### src/rtl/gate_vector_sequencer.sv
// Walks {a,b} through 00,01,10,11, holds each vector for DWELL cycles, then
// checks seven observed gate outputs against the ideal truth table.
module gate_vector_sequencer #(
  parameter int unsigned DWELL = 10
) (
  input  logic       clk,
  input  logic       rst,
  input  logic       start,
  output logic       a,
  output logic       b,
  input  logic       and_in,
  input  logic       nand_in,
  input  logic       or_in,
  input  logic       nor_in,
  input  logic       xor_in,
  input  logic       xnor_in,
  input  logic       not_in,
  output logic       busy,
  output logic       done,
  output logic       pass,
  output logic [2:0] err_count,
  output logic [3:0] fail_vec,
  output logic [1:0] step
);

  // state | meaning
  // IDLE  | waiting for start after reset
  // DRIVE | holding vector {a,b}=step while the dwell counter runs
  // CHECK | one-cycle compare of the observed gate outputs
  // DONE  | sweep finished, results held until the next start
  typedef enum logic [1:0] {IDLE, DRIVE, CHECK, DONE} state_t;

  localparam logic [7:0] DWELL_LAST = 8'(DWELL - 1);

  state_t     state_q, state_d;
  logic [7:0] dwell_q, dwell_d;
  logic [1:0] step_q, step_d;
  logic       a_q, a_d, b_q, b_d;
  logic [2:0] err_q, err_d;
  logic [3:0] fail_q, fail_d;

  logic [6:0] obs, expect_v;
  logic       mismatch;

  assign obs = {and_in, nand_in, or_in, nor_in, xor_in, xnor_in, not_in};

  // Written as a default-high flag so an unknown input compare leaves it set.
  always_comb begin
    expect_v = {a_q & b_q, ~(a_q & b_q), a_q | b_q, ~(a_q | b_q),
                a_q ^ b_q, ~(a_q ^ b_q), ~a_q};
    mismatch = 1'b1;
    if (obs == expect_v) mismatch = 1'b0;
  end

  always_ff @(posedge clk or posedge rst) begin
    if (rst) state_q <= IDLE;
    else     state_q <= state_d;
  end

  always_comb begin
    state_d = state_q;
    case (state_q)
      IDLE:    if (start) state_d = DRIVE;
      DRIVE:   if (dwell_q == DWELL_LAST) state_d = CHECK;
      CHECK:   state_d = (step_q == 2'd3) ? DONE : DRIVE;
      DONE:    if (start) state_d = DRIVE;
      default: state_d = IDLE;
    endcase
  end

  always_comb begin
    dwell_d = dwell_q;
    step_d  = step_q;
    a_d     = a_q;
    b_d     = b_q;
    err_d   = err_q;
    fail_d  = fail_q;
    case (state_q)
      IDLE, DONE: begin
        if (start) begin
          dwell_d    = 8'd0;
          step_d     = 2'd0;
          {a_d, b_d} = 2'b00;
          err_d      = 3'd0;
          fail_d     = 4'd0;
        end
      end
      DRIVE: dwell_d = dwell_q + 8'd1;
      CHECK: begin
        // At most one count per vector, so err_count tops out at 4.
        if (mismatch) begin
          fail_d[step_q] = 1'b1;
          err_d          = err_q + 3'd1;
        end
        if (step_q != 2'd3) begin
          step_d     = step_q + 2'd1;
          {a_d, b_d} = step_q + 2'd1;
          dwell_d    = 8'd0;
        end else begin
          {a_d, b_d} = 2'b00;
        end
      end
      default: ;
    endcase
  end

  always_ff @(posedge clk or posedge rst) begin
    if (rst) begin
      dwell_q <= 8'd0;
      step_q  <= 2'd0;
      a_q     <= 1'b0;
      b_q     <= 1'b0;
      err_q   <= 3'd0;
      fail_q  <= 4'd0;
    end else begin
      dwell_q <= dwell_d;
      step_q  <= step_d;
      a_q     <= a_d;
      b_q     <= b_d;
      err_q   <= err_d;
      fail_q  <= fail_d;
    end
  end

  always_comb begin
    busy = (state_q == DRIVE) || (state_q == CHECK);
    done = (state_q == DONE);
    pass = (state_q == DONE) && (err_q == 3'd0);
  end

  assign a         = a_q;
  assign b         = b_q;
  assign step      = step_q;
  assign err_count = err_q;
  assign fail_vec  = fail_q;

endmodule
### config.mk
export PLATFORM = sky130hd
export DESIGN_NAME = gate_vector_sequencer
export DESIGN_NICKNAME = d
export VERILOG_FILES = /design/src/rtl/gate_vector_sequencer.sv
export SDC_FILE = /design/constraint.sdc
export NUM_CORES = 1
export LEC_CHECK = 0
export BUFFER_PORTS_ARGS = -buffer_cell sky130_fd_sc_hd__buf_2
export CORE_ASPECT_RATIO = 1.25
export CORE_MARGIN = 2
export CORE_UTILIZATION = 41
export DETAILED_ROUTE_END_ITERATION = 10
export GPL_TIMING_DRIVEN = 0
export PLACE_DENSITY_LB_ADDON = 0.15
export SLEW_MARGIN = 15
export SYNTH_ARGS = -nofsm -noshare
export SYNTH_HDL_FRONTEND = slang
export SYNTH_SLANG_ARGS = --single-unit
### constraint.sdc
create_clock -name clk -period 1.75 [get_ports clk]
set_input_delay 0.35 -clock clk [delete_from_list [all_inputs] [get_ports clk]]
set_output_delay 0.35 -clock clk [all_outputs]
set_load 0.02 [all_outputs]
==> impl_metrics.toml <==
[pwr]
vdd_ir_drop_max_mv = 0.466
leakage_uw = 0.000783
switching_share = 0.229
intPower_uw = 583
combinationalPowerShare = 0.039
p_switching_uw = 173
sequentialPowerShare = 0.642
clockPowerShare = 0.319
power_density_nw_per_um2 = 490

[setup_path]
rrSetupSlack_ns = 0.09
worstPathRequired_ns = 1.98
r2r-start = "a"
startpoint_type = "flop"
endpoint_kind = "flop"
crit_fanout = 7
r2r.worst_path.cells = 6
crit_end = "err_count[1]"
worstSetupStartpoint = "a"
path_class = "reg -> reg"
rr_endpoint = "err_count[1]"
arrival_ns = 1.89

[global_routing]
grt_start_max_net_pins = 22
antenna_found_initial = 0
grt_pass1_vias = 1076
overflow = 0
grt_pass1_wl_mm = 4.58
grt.total_usage = 0.174

[clock_network]
insertion_delay_ns = 0.31
cts_max_level = 1
clock_path_buffers = 2
ctsHoldBuffers = 0
tritoncts = "yes"
cts.sinks = 21
clkTransAtPathRegs_ns = 0.13
cts_buffers = 3
cts-root-buf = "clkbuf_4"

[die]
design.portCount = 24
std_cell_rows = 22
die_w_um = 54.0
dieArea_um2 = 3580
core_um2 = 2950
initial_core_util = 0.434
die_y_um = 66.4

[placement]
hpwl_mm = 2.05
dp_worst_setup_slack_ns = -0.0783
io_buffers = 23
gp_congestion = 0.777
dpl.cell_count = 199

[drt]
detail_route.vias_per_cell = 5.29
drc = 0
vias = 1085
wl_mm = 2.70
post_drt_wl_per_cell_um = 13.1
ant_nets = 0
drt_first_pass_iters = 4
drt_iter0_markers = 18

[final_layout]
antennaDiodeCount = 0
syn2layout_area_growth_pct = 20.5
fill_cells = 285
multi_input_area_um2 = 747
final_cells = 205
layout-drive-gt1-share = 0.254
nets = 193
regArea_um2 = 528

[run]
max_cap_violations = 0

[sta]
hold_violations = 0
slew_headroom = 0.460
fmax_mhz = 601
finalWorstSetupSlack_ns = 0.0873
setup_violations = 0
fin_skew_ns = 0.0118
fin_crit_sh = 0.950
period_minus_slack_ns = 1.66
worst_pin_slew_ns = 0.809
slew_violations = 0
tns_ns = 0
rsz0062_at_grt = "false"

[logic_synthesis]
yosys-top-cells-count = "21 x dfrtp_1, 20 x nand2_1, 14 x inv_1"
synth_top_area_cell = "dfrtp_1"
yosysWarnings = 0
postSynth.asyncResetShare = 1.00
synthFlopType = "dfrtp_1"
syn_inst = 140
netlist_area_um2 = 1280
ys_ff_latch = 21
yosysUniqueCellTypes = 37
synth_most_common_cell = "dfrtp_1"
syn_nets = 163
seq_area_frac_synth = 0.411
syn_area_per_cell_um2 = 9.13
synth-edff-count = 0
synth.area.top_cells = "dfrtp_1 41%, ha_1 13%, nand2_1 5.9%"
synth_top_area_share = 0.411

[status]
status = "finished, final reports clean"

[worst_hold_path]
hp-class = "in -> async"
==> layout by cell type, fill, tap and decap left out, types with 2 or more instances in the layout <==
master    instances
buf_2            23
nand2_1          20
dfrtp_1          19
o21ai_0          13
inv_1            13
ha_1             11
a21oi_1           6
nor2_1            6
nand3_1           5
o21ai_1           4
and3b_1           3
buf_4             3
o31ai_1           3
clkbuf_4          3
nor3b_1           2
and2_2            2
mux2i_1           2
o41ai_1           2
ha_4              2
dfrtp_2           2
==> flip-flops by register name, summed over array words and instances, names as in the netlist <==
signal,flops
dwell_q,8
fail_vec,4
err_count,3
state_q,2
step,2
a,1
b,1
==> worst max-delay path, stage by stage, from the launching register on <==
cell and delay (ns):
dfrtp_2 0.46, inv_1 0.11, ha_4 0.21, nor3b_2 0.18, o22ai_2 0.12, o21bai_4 0.26
mux2i_1 0.24
==> metal layers <==
metal	up-vias	global-route usage	share of wire
li1	548	-	-
met1	519	0.191	0.41
met2	14	0.311	0.55
met3	4	0.0317	0.020
met4	0	0.0769	0.013
met5	-	0	0
==> layout make-up <==
type,instances,share of cell area
Timing Repair Buffer,25,0.0844
Inverter,14,0.0341
Multi-Input combinational cell,103,0.485
Sequential cell,21,0.343
Tap cell,36,0.0292
Clock buffer,3,0.0146
Buffer,2,0.00731
Clock inverter,1,0.00325
==> logic make-up (layout without fill, tap and decap cells) <==
kind of cell             Yosys count  after routing  synth area share
XOR/XNOR                           1              1           0.00685
AND/OR/NAND/NOR                   50             50             0.204
multiplexers                       3              3            0.0264
flip-flops                        21             21             0.411
buffers and inverters             16             45            0.0499
adder cells (fa/ha/maj)           13             13             0.127
AO/OA/AOI/OAI                     36             36             0.175
==> worst min path at each step <==
| stage | from | to | slack, ns | cells past startpoint |
|---|---|---|---|---|
| 3_5_place_dp | fail_vec[0] | fail_vec[0] | 0.47 | 2 |
| 6_report | rst | dwell_q[2] | 0.17 | 2 |
| 2_1_floorplan | rst | a | 0.33 | 1 |
| 3_3_place_gp | fail_vec[3] | fail_vec[3] | 0.46 | 2 |
| 5_1_grt | rst | dwell_q[2] | 0.23 | 2 |
| 4_1_cts | rst | dwell_q[2] | 0.19 | 2 |
==> timing repair <==
action | in CTS | in global routing
pin swaps | 1 | 3
setup endpoints to repair | 6 | 16
gates resized for setup | 4 | 7
buffers inserted | 0 | 2
==> through the flow <==
step	hold WS, ns	area (µm²)	total power, µW	util
6_report	0.168	1540	755	0.523
5_1_grt	0.234	1540	796	0.523
3_3_place_gp	0.464	1440	521	0.489
4_1_cts	0.192	1490	767	0.506
3_5_place_dp	0.471	1440	523	0.489
2_1_floorplan	0.327	1280	507	-
==> power by group through the flow <==
stage	logic, µW	registers, µW	clock network, µW
2_1_floorplan	12.7	494	0
5_1_grt	33.7	485	277
3_3_place_gp	27.0	494	0
3_5_place_dp	28.1	494	0
6_report	29.3	485	241
4_1_cts	28.7	485	253
Note: power is estimated with default switching activity, not from simulation.
